**src/rtl/i2c_seq_pkg.sv**
```systemverilog
// Shared encodings for the I2C register-transaction sequencer.
package i2c_seq_pkg;

  // Status codes reported by i2c_master on m_status.
  typedef enum logic [3:0] {
    MsBusy    = 4'd0,
    MsAck     = 4'd1,
    MsNack    = 4'd2,
    MsRdata   = 4'd3,
    MsStopped = 4'd4
  } m_status_e;

  // Completion codes returned on rsp_err.
  typedef enum logic [1:0] {
    ErrOk      = 2'b00,
    ErrNack    = 2'b01,
    ErrTimeout = 2'b10
  } rsp_err_e;

  typedef enum logic [2:0] {
    StIdle,
    StAddrW,
    StReg,
    StWdata,
    StAddrR,
    StRead,
    StStop,
    StResp
  } state_e;

  // R/W bit appended to the 7-bit device address.
  localparam logic DevWrite = 1'b0;
  localparam logic DevRead  = 1'b1;

  localparam int unsigned CntWidth = 21;

  // Master status that lets a step complete successfully.
  function automatic m_status_e expected_status(state_e st);
    case (st)
      StAddrW, StReg, StWdata, StAddrR: return MsAck;
      StRead:                           return MsRdata;
      StStop:                           return MsStopped;
      default:                          return MsBusy;
    endcase
  endfunction

  // Successor of a bus step that completed normally.
  function automatic state_e next_step(state_e st, logic is_read);
    case (st)
      StAddrW: return StReg;
      StReg:   return is_read ? StAddrR : StWdata;
      StWdata: return StStop;
      StAddrR: return StRead;
      StRead:  return StStop;
      default: return StIdle;
    endcase
  endfunction

endpackage

```
**src/rtl/i2c_rr_arbiter.sv**
```systemverilog
// Two-port round-robin arbiter; a tie goes to the port not granted last.
module i2c_rr_arbiter (
  input  logic       clk,
  input  logic       reset,
  input  logic [1:0] req,
  input  logic       enable,
  input  logic       update,
  output logic [1:0] grant
);

  logic prio_q;  // port favoured on a tie

  // One-hot grant, only while enabled.
  always_comb begin
    grant = 2'b00;
    if (enable) begin
      unique case (req)
        2'b01:   grant = 2'b01;
        2'b10:   grant = 2'b10;
        2'b11:   grant = prio_q ? 2'b10 : 2'b01;
        default: grant = 2'b00;
      endcase
    end
  end

  // Favour the other port after every accepted grant.
  always_ff @(posedge clk or posedge reset) begin
    if (reset) begin
      prio_q <= 1'b0;
    end else if (update && (grant != 2'b00)) begin
      prio_q <= grant[0];
    end
  end

endmodule

```
**src/rtl/i2c_txn_sequencer.sv**
```systemverilog
// Arbitrates two register requesters and sequences each request into i2c_master strobes.
module i2c_txn_sequencer
  import i2c_seq_pkg::*;
#(
  parameter int unsigned TIMEOUT_CYCLES = 2_000_000,
  parameter int unsigned STROBE_GUARD   = 2
) (
  input  logic        clk,
  input  logic        reset,
  input  logic [1:0]  req_valid,
  output logic [1:0]  req_ready,
  input  logic [1:0]  req_rw,
  input  logic [13:0] req_dev,
  input  logic [15:0] req_reg,
  input  logic [15:0] req_wdata,
  output logic [1:0]  rsp_valid,
  output logic [7:0]  rsp_rdata,
  output logic [1:0]  rsp_err,
  output logic        busy,
  output logic [7:0]  m_data,
  output logic        m_start,
  output logic        m_rw,
  output logic        m_stop,
  input  logic [7:0]  m_rdata,
  input  logic [3:0]  m_status
);

  state_e                state_q, state_d;
  logic [CntWidth-1:0]   cnt_q;
  logic                  owner_q, rw_q;
  logic [6:0]            dev_q;
  logic [7:0]            reg_q, wdata_q;
  logic [7:0]            rdata_q, rdata_d;
  rsp_err_e              err_q, err_d;
  logic [1:0]            rsp_err_q;
  logic [7:0]            rsp_rdata_q;
  logic [1:0]            grant;
  logic                  in_idle, first, guard_done, timed_out;

  assign in_idle    = (state_q == StIdle);
  assign first      = (cnt_q == '0);
  assign guard_done = (cnt_q > CntWidth'(STROBE_GUARD));
  assign timed_out  = (cnt_q >= CntWidth'(TIMEOUT_CYCLES - 1));

  i2c_rr_arbiter u_arb (
    .clk    (clk),
    .reset  (reset),
    .req    (req_valid),
    .enable (in_idle),
    .update (in_idle),
    .grant  (grant)
  );

  assign req_ready = grant;
  assign busy      = !in_idle;
  assign rsp_valid = (state_q == StResp) ? (owner_q ? 2'b10 : 2'b01) : 2'b00;
  assign rsp_err   = rsp_err_q;
  assign rsp_rdata = rsp_rdata_q;
  assign m_start   = first && (state_q == StAddrW || state_q == StAddrR);
  assign m_rw      = first && (state_q == StReg || state_q == StWdata || state_q == StRead);
  assign m_stop    = first && (state_q == StStop);

  // Byte presented to the master, stable for the whole step.
  always_comb begin
    m_data = 8'h00;
    case (state_q)
      StAddrW: m_data = {dev_q, DevWrite};
      StReg:   m_data = reg_q;
      StWdata: m_data = wdata_q;
      StAddrR: m_data = {dev_q, DevRead};
      default: m_data = 8'h00;
    endcase
  end

  // Step sequencing, error recording and read-data capture.
  always_comb begin
    state_d = state_q;
    err_d   = err_q;
    rdata_d = rdata_q;
    unique case (state_q)
      StIdle: begin
        if (grant != 2'b00) begin
          state_d = StAddrW;
          err_d   = ErrOk;
          rdata_d = 8'h00;
        end
      end
      StAddrW, StReg, StWdata, StAddrR, StRead: begin
        if (guard_done && m_status == expected_status(state_q)) begin
          state_d = next_step(state_q, rw_q);
          if (state_q == StRead) rdata_d = m_rdata;
        end else if (guard_done && m_status == MsNack) begin
          if (err_q == ErrOk) err_d = ErrNack;
          state_d = StStop;
        end else if (timed_out) begin
          if (err_q == ErrOk) err_d = ErrTimeout;
          state_d = StStop;
        end
      end
      StStop: begin
        if (guard_done && m_status == MsStopped) begin
          state_d = StResp;
        end else if (timed_out) begin
          if (err_q == ErrOk) err_d = ErrTimeout;
          state_d = StResp;
        end
      end
      StResp:  state_d = StIdle;
      default: state_d = StIdle;
    endcase
  end

  // FSM state, error and read-data registers.
  always_ff @(posedge clk or posedge reset) begin
    if (reset) begin
      state_q <= StIdle;
      err_q   <= ErrOk;
      rdata_q <= 8'h00;
    end else begin
      state_q <= state_d;
      err_q   <= err_d;
      rdata_q <= rdata_d;
    end
  end

  // Per-step cycle counter: cleared on every state change, saturating.
  always_ff @(posedge clk or posedge reset) begin
    if (reset) begin
      cnt_q <= '0;
    end else if (state_d != state_q) begin
      cnt_q <= '0;
    end else if (cnt_q != {CntWidth{1'b1}}) begin
      cnt_q <= cnt_q + CntWidth'(1);
    end
  end

  // Capture the winning request's fields at grant.
  always_ff @(posedge clk or posedge reset) begin
    if (reset) begin
      owner_q <= 1'b0;
      rw_q    <= 1'b0;
      dev_q   <= 7'h00;
      reg_q   <= 8'h00;
      wdata_q <= 8'h00;
    end else if (in_idle && grant != 2'b00) begin
      owner_q <= grant[1];
      rw_q    <= req_rw[grant[1]];
      dev_q   <= grant[1] ? req_dev[13:7] : req_dev[6:0];
      reg_q   <= grant[1] ? req_reg[15:8] : req_reg[7:0];
      wdata_q <= grant[1] ? req_wdata[15:8] : req_wdata[7:0];
    end
  end

  // Response code and data, held from RESP until the next RESP.
  always_ff @(posedge clk or posedge reset) begin
    if (reset) begin
      rsp_err_q   <= 2'b00;
      rsp_rdata_q <= 8'h00;
    end else if (state_d == StResp && state_q != StResp) begin
      rsp_err_q   <= err_d;
      rsp_rdata_q <= (err_d == ErrOk) ? rdata_d : 8'h00;
    end
  end

endmodule

```
**config.mk**
```make
export PLATFORM = sky130hd
export DESIGN_NAME = i2c_txn_sequencer
export DESIGN_NICKNAME = d
export VERILOG_FILES = /design/src/rtl/i2c_seq_pkg.sv /design/src/rtl/i2c_rr_arbiter.sv /design/src/rtl/i2c_txn_sequencer.sv
export SDC_FILE = /design/constraint.sdc
export NUM_CORES = 1
export LEC_CHECK = 0
export ABC_AREA = 1
export ABC_CLOCK_PERIOD_IN_PS = 2370
export CORE_ASPECT_RATIO = 1.4
export CORE_MARGIN = 8
export CORE_UTILIZATION = 51
export CTS_CLUSTER_DIAMETER = 100
export DETAILED_ROUTE_END_ITERATION = 7
export GPL_ROUTABILITY_DRIVEN = 0
export PLACE_DENSITY_LB_ADDON = 0.1
export SYNTH_ARGS = -nofsm -noshare
export SYNTH_HDL_FRONTEND = slang
export SYNTH_SLANG_ARGS = --single-unit
```
**constraint.sdc**
```tcl
create_clock -name clk -period 2.37 [get_ports clk]
set_input_delay 0.237 -clock clk [delete_from_list [all_inputs] [get_ports clk]]
set_output_delay 0.237 -clock clk [all_outputs]
set_load 0.005 [all_outputs]
```
== Word level (Yosys, flattened, before mapping) ==
Cells that the tools add are included.
Storage, ports and cells
  flip-flop bits (word level): 70
  bits of input ports: 64
Cells by class
  $lt $le $gt $ge: 3
  eq/ne operators: 17
  reduce and logical (&&, ||, !) cells: 21
  add/subtract/negate cells: 1
  multiplexer cells: 37
Operators by type and width (count)
  $mux 8: 6
  $mux 21: 2
  $pmux 8 s4: 1
  $pmux 3 s4: 2
  $mux 2: 11
  $add 21x1->21 const B: 1
  $ge 21x21->1 const B: 1
  $gt 21x2->1 const B: 1
  $logic_not 21->1: 1
  $mux 3: 7
  $ne 21x21->1 const B: 1
  $pmux 8 s2: 1
  $eq 3x3->1 const B: 5
  $pmux 2 s3: 2
  $pmux 3 s3: 1
  $logic_and 1x1->1: 8
  $mux 7: 1
  $eq 3x2->1 const B: 2
  $reduce_or 5->1: 1
  $eq 2x2->1 const B: 2
  $eq 4x2->1 const B: 1
  $eq 4x3->1 const B: 1
  $eq 4x4->1: 1
  $logic_not 2->1: 2
  other kinds (13): 17

== Depth between registers and ports, before layout ==
  word-level depth: 10
  gate-level depth with buffers: 16
  mapped depth without buffers: 15

== Hierarchy ==
A second synthesis with hierarchy kept.
Second synthesis, totals
  cell total of the unflattened synthesis: 574
  area, all modules: 4016.4 µm²
Modules (own cells, without submodules)
  i2c_txn_sequencer: instances 1, cells an instance 561, area each 3941.3 µm², sequential area each 1726.7 µm²
  i2c_rr_arbiter: instances 1, cells an instance 13, area each 75.1 µm², sequential area each 25.0 µm²

== Least setup slack after synthesis ==
OpenSTA, ideal clock, no wires.
  kind: reg-to-reg
  start point: reg cnt_q[11]
  end point: reg cnt_q[4]
  clock period less this slack: 1906 ps
  cell stages (with the launch flop): 14
  arrival time: 1781 ps
  path buffers: 1
  slack: 464 ps
  required time: 2244 ps
  setup time: 126 ps
  cell sequence: dfrtp_1 nor2_1 nand2_1 nor2_1 nand3_1 nand2_1 inv_1 nand2_1 nand2_1 nand2_1 nand4_1 nand2_2 buf_6 nor3_2
On the way
  cells in the longest elaborated chain, start to end: 7
  elaborated cells between the ends (all ways): 15
RTL lines
  start, declared: RTL line i2c_txn_sequencer.sv:29  | logic [CntWidth-1:0] cnt_q;
  start signal, assigned: RTL line i2c_txn_sequencer.sv:133  | cnt_q <= cnt_q + CntWidth'(1);
  $ge 21x21->1 / $gt 21x2->1 (equally long branches): RTL line i2c_txn_sequencer.sv:43, i2c_txn_sequencer.sv:42
  $mux 3 / $logic_and 1x1->1 (equally long branches): RTL line i2c_txn_sequencer.sv:95, i2c_txn_sequencer.sv:92
  $mux 3: RTL line i2c_txn_sequencer.sv:92  | end else if (guard_done && m_status == MsNack) begin
  $mux 3: RTL line i2c_txn_sequencer.sv:89  | if (guard_done && m_status == expected_status(state_q)) begin
  $pmux 3 s4: RTL line i2c_txn_sequencer.sv:80  | unique case (state_q)
  $ne 3x3->1: RTL line i2c_txn_sequencer.sv:130  | end else if (state_d != state_q) begin
  $mux 21 / $reduce_bool 2->1 (equally long branches)
Parallel ways exist; a longest one is shown, timed or not.
A chain may end at the register's enable or synchronous reset.

== Final worst setup path ==
  start point: reg state_q[2]
  end point: out m_data[7]
On the way
  cells in the longest elaborated chain, start to end: 2
  elaborated cells between the ends (all ways): 5
RTL lines
  start, declared: RTL line i2c_txn_sequencer.sv:28  | state_e state_q, state_d;
  start signal, assigned: RTL line i2c_txn_sequencer.sv:116  | state_q <= StIdle;
  start signal, assigned: RTL line i2c_txn_sequencer.sv:120  | state_q <= state_d;
  $eq 3x3->1, or another cell as far along: RTL line i2c_txn_sequencer.sv:66  | case (state_q)
  $pmux 8 s4 (*): RTL line i2c_txn_sequencer.sv:66
  end, declared: RTL line i2c_txn_sequencer.sv:20  | output logic [7:0] m_data,
Every way passes the cells marked *; elsewhere a longest branch is shown, timed or not.

==> run summary <==
==========================================================================================
Status                                                                        finished, violations left
Failing checks                                                                design-rule violations
Commonest non-fill, non-tap cell in the layout                                sky130_fd_sc_hd__nand2_1
X dimension of the die                                                             91.6 µm
Total number of vias                                                                 4,078
EDFF count, synth                                                                        0
Total global-route track usage                                                       0.211
Quantity of hold-fixing buffers added after cts                                          0
Mux cell area share after synthesis                                                      0
Max Clock Freq                                                                     439 MHz
CP Data Arrival Time                                                               2.04 ns
Measured slew at the worst slew-check pin                                         0.637 ns
Routed WL per cell                                                                 15.3 µm
Layout-stage area growth over the synthesis result                                   36.9%
Final wirelength                                                                   11.7 mm
Buffers added on ports                                                                  89
Clock Sink Count                                                                        70
Initial Util                                                                         0.527
Reg power frac                                                                       0.299
Cells after Synth                                                                      553
IO Pins                                                                                 90
Worst path setup slack after routing                                             0.0914 ns
First-iteration detailed-routing DRC count                                             312
1st-pass router iterations                                                               7
DP Cell Count                                                                          742
Worst-case setup slack after placement                                            0.104 ns
Share of post-route cells with drive strength above 1                                0.148
Clock group share of total power                                                     0.243
Aggregate global routing overflow                                                        0
Commonest cells after routing, fill and taps aside                            sky130_fd_sc_hd__nand2_1, sky130_fd_sc_hd__clkdlybuf4s50_1, sky130_fd_sc_hd__nor2_1
Count of warnings emitted by yosys                                                       0
Required time of the critical path                                                 2.13 ns
Worst-skew pair later-pin latency                                                  0.35 ns
Avg Vias per Cell                                                                     5.34
P per Cell Area                                                                 979 mW/mm²
Wire length of the first global-routing pass                                       19.1 mm
H-tree levels                                                                            3
Sequential element share of the synthesized area                                     0.429
Compound-Gate Fraction of Synth Area                                                0.0757
Number of endpoints with negative hold slack in the final report                         0
Post-synthesis register bit count                                                       70
IR drop worst, VDD                                                                  755 µV
Leak Pwr                                                                           2.70 nW
Avg Synthesized Cell Area                                                         7.38 µm²
Clock-pin transition on the worst setup and hold timing paths                      0.08 ns
Count of pins over their slew limit                                                      0
Fraction of the core area covered by cells at the end of the flow                    0.721
CTS tree                                                                             built
Minimum clock period                                                               2.28 ns
Largest net degree at the start of global routing                                       71
Dpl hpwl                                                                           8.37 mm
Die height                                                                          122 µm
Filler instances                                                                       615
Number of buffers on the longest clock path                                              2
Syn_nets                                                                               620
Share of synthesized cell area in full adder, half adder and majority cells        0.00919
Number of violations of the max-capacitance limit                                        0
Final setup violation count                                                              0
Layout Skew                                                                     0.00732 ns
Most frequently used flop master after synthesis                              sky130_fd_sc_hd__dfrtp_1
Ant diodes                                                                               0
Area of the mapped netlist                                                     0.00408 mm²
Synthesized-area fraction occupied by xor and xnor cells                            0.0215
Nature of the critical path startpoint                                            register
Number of distinct library cells after synthesis                                        34
Vias in the first global route                                                       4,215
Die Area                                                                        0.0112 mm²
Number of rows created at floorplan                                                     38
Antenna violations before repair                                                         0
Nets                                                                                   725
Dominant combinational cell family by area after synthesis                    simple AND/OR/NAND/NOR gates
Worst slew slack as a fraction of its limit                                          0.574
Post-synth ARST share                                                                 1.00
Type of the worst min-delay path                                               in -> async
Critical path peak fanout                                                                7
Switching Power                                                                    2.12 mW
WHS                                                                               0.290 ns
Net switching fraction of the power                                                  0.387
Category of the worst setup path capture point                                 output port
P_int                                                                              3.36 mW
Area share of and/or/nand/nor cells after synthesis                                  0.397
RSZ-0062 raised after global routing                                                  true
Final period util                                                                    0.961
Cell Count, Final, Fillers Out                                                         763
Crit Path Class                                                                 reg -> out
Buffer cell driving the clock tree root                                       sky130_fd_sc_hd__clkbuf_8
DRC violation count after routing                                                        1
TritonCTS buffer count                                                                   9
Combinational group share of total power                                             0.458
Core region area                                                               0.00775 mm²
Post-route antenna net violation count                                                   0
Power Total                                                                        5.47 mW
==========================================================================================
-- worst max-delay path, stage by stage (launching register included) --
cell,delay (ns)
sky130_fd_sc_hd__dfrtp_2,0.51
sky130_fd_sc_hd__inv_4,0.13
sky130_fd_sc_hd__nand2_2,0.09
sky130_fd_sc_hd__nor2_4,0.12
sky130_fd_sc_hd__buf_4,0.17
sky130_fd_sc_hd__nand2_1,0.05
sky130_fd_sc_hd__nand3_1,0.09
sky130_fd_sc_hd__clkdlybuf4s50_1,0.53
-- per-stage QoR --
step                setup TNS, ns  area [µm²]
detailed placement              0        5160
CTS                      -0.00483        5460
floorplan                       0        4080
global placement                0        5160
global route               -0.379        5590
finish                          0        5590
-- layer usage --
layer | GRT usage | wire, µm | part of all wire | vias up
met4 | 0.112 | 409 | 0.035 | 0
met5 | 0 | 0 | 0 | -
met1 | 0.232 | 4770 | 0.41 | 1902
met3 | 0.0437 | 510 | 0.044 | 36
met2 | 0.374 | 6010 | 0.51 | 133
li1 | - | - | - | 2007
-- cell usage after synthesis (2+ instances only) --
library cell / n / area [µm²]
sky130_fd_sc_hd__xnor2_1: 3 / 26.3
sky130_fd_sc_hd__nand3_1: 34 / 170
sky130_fd_sc_hd__nor2_2: 2 / 12.5
sky130_fd_sc_hd__a21boi_0: 2 / 15.0
sky130_fd_sc_hd__ha_1: 3 / 37.5
sky130_fd_sc_hd__nand2_2: 5 / 31.3
sky130_fd_sc_hd__inv_2: 3 / 11.3
sky130_fd_sc_hd__nand2_1: 193 / 724
sky130_fd_sc_hd__o21ai_0: 12 / 60.1
sky130_fd_sc_hd__nor2_4: 2 / 22.5
sky130_fd_sc_hd__buf_1: 2 / 7.51
sky130_fd_sc_hd__buf_2: 3 / 15.0
sky130_fd_sc_hd__nor2_1: 74 / 278
sky130_fd_sc_hd__nor3_1: 4 / 20.0
sky130_fd_sc_hd__inv_1: 44 / 165
sky130_fd_sc_hd__clkbuf_1: 7 / 26.3
sky130_fd_sc_hd__nand3_2: 3 / 30.0
sky130_fd_sc_hd__xor2_1: 7 / 61.3
sky130_fd_sc_hd__buf_6: 4 / 45.0
sky130_fd_sc_hd__dfrtp_1: 70 / 1750
sky130_fd_sc_hd__a21oi_1: 4 / 20.0
sky130_fd_sc_hd__nand4_1: 17 / 106
sky130_fd_sc_hd__nor3_2: 20 / 200
sky130_fd_sc_hd__a31oi_1: 25 / 156
-- power groups by stage --
| stage | sequential (mW) | combinational, mW | clock [mW] |
|---|---|---|---|
| 3_3_place_gp | 1.64 | 2.31 | 0 |
| 2_1_floorplan | 1.59 | 1.58 | 0 |
| 3_5_place_dp | 1.64 | 2.36 | 0 |
| 5_1_grt | 1.66 | 2.75 | 1.38 |
| 6_report | 1.64 | 2.51 | 1.33 |
| 4_1_cts | 1.63 | 2.39 | 1.35 |
-- worst paths after layout --
| check | from | to | slack, ns | depth (start not counted) |
|---|---|---|---|---|
| min in group clk | req_reg[10] | reg_q[2] | 0.44 | 3 |
| max in group asynchronous | reset | cnt_q[13] | 1.76 | 3 |
| min reg2reg | rdata_q[6] | rdata_q[6] | 0.48 | 2 |
| max reg2reg | state_q[0] | cnt_q[19] | 0.11 | 15 |
| max | state_q[2] | m_data[7] | 0.09 | 7 |
| min | reset | cnt_q[6] | 0.29 | 3 |
-- flip-flops by register name, indices dropped and copies added, names as in the netlist --
register / count
u_arb.prio_q: 1
state_q: 3
owner_q: 1
reg_q: 8
wdata_q: 8
err_q: 2
rsp_err: 2
rw_q: 1
cnt_q: 21
dev_q: 7
rdata_q: 8
rsp_rdata: 8
-- logic make-up (layout without fill, tap and decap cells) --
| logic type | after synthesis | after routing |
|---|---|---|
| compound gates | 49 | 49 |
| simple gates | 357 | 357 |
| fa+ha+maj | 3 | 3 |
| flops | 70 | 70 |
| buf+inv | 64 | 174 |
| xor+xnor | 10 | 10 |
-- layout make-up --
class | instances | area (µm²) | area share
Tap cell | 100 | 125 | 0.0224
Inverter | 47 | 179 | 0.0320
Clock inverter | 5 | 129 | 0.0231
Timing Repair Buffer | 111 | 1130 | 0.202
Clock buffer | 11 | 151 | 0.0271
Multi-Input combinational cell | 419 | 2120 | 0.379
Sequential cell | 70 | 1760 | 0.314
-- timing repair --
action	CTS	global route
pin swaps	0	3
resized for setup	5	24
cloned	0	0
setup buffers	0	5
endpoints found under the setup margin	6	39
(Power assumes the default switching activity.)
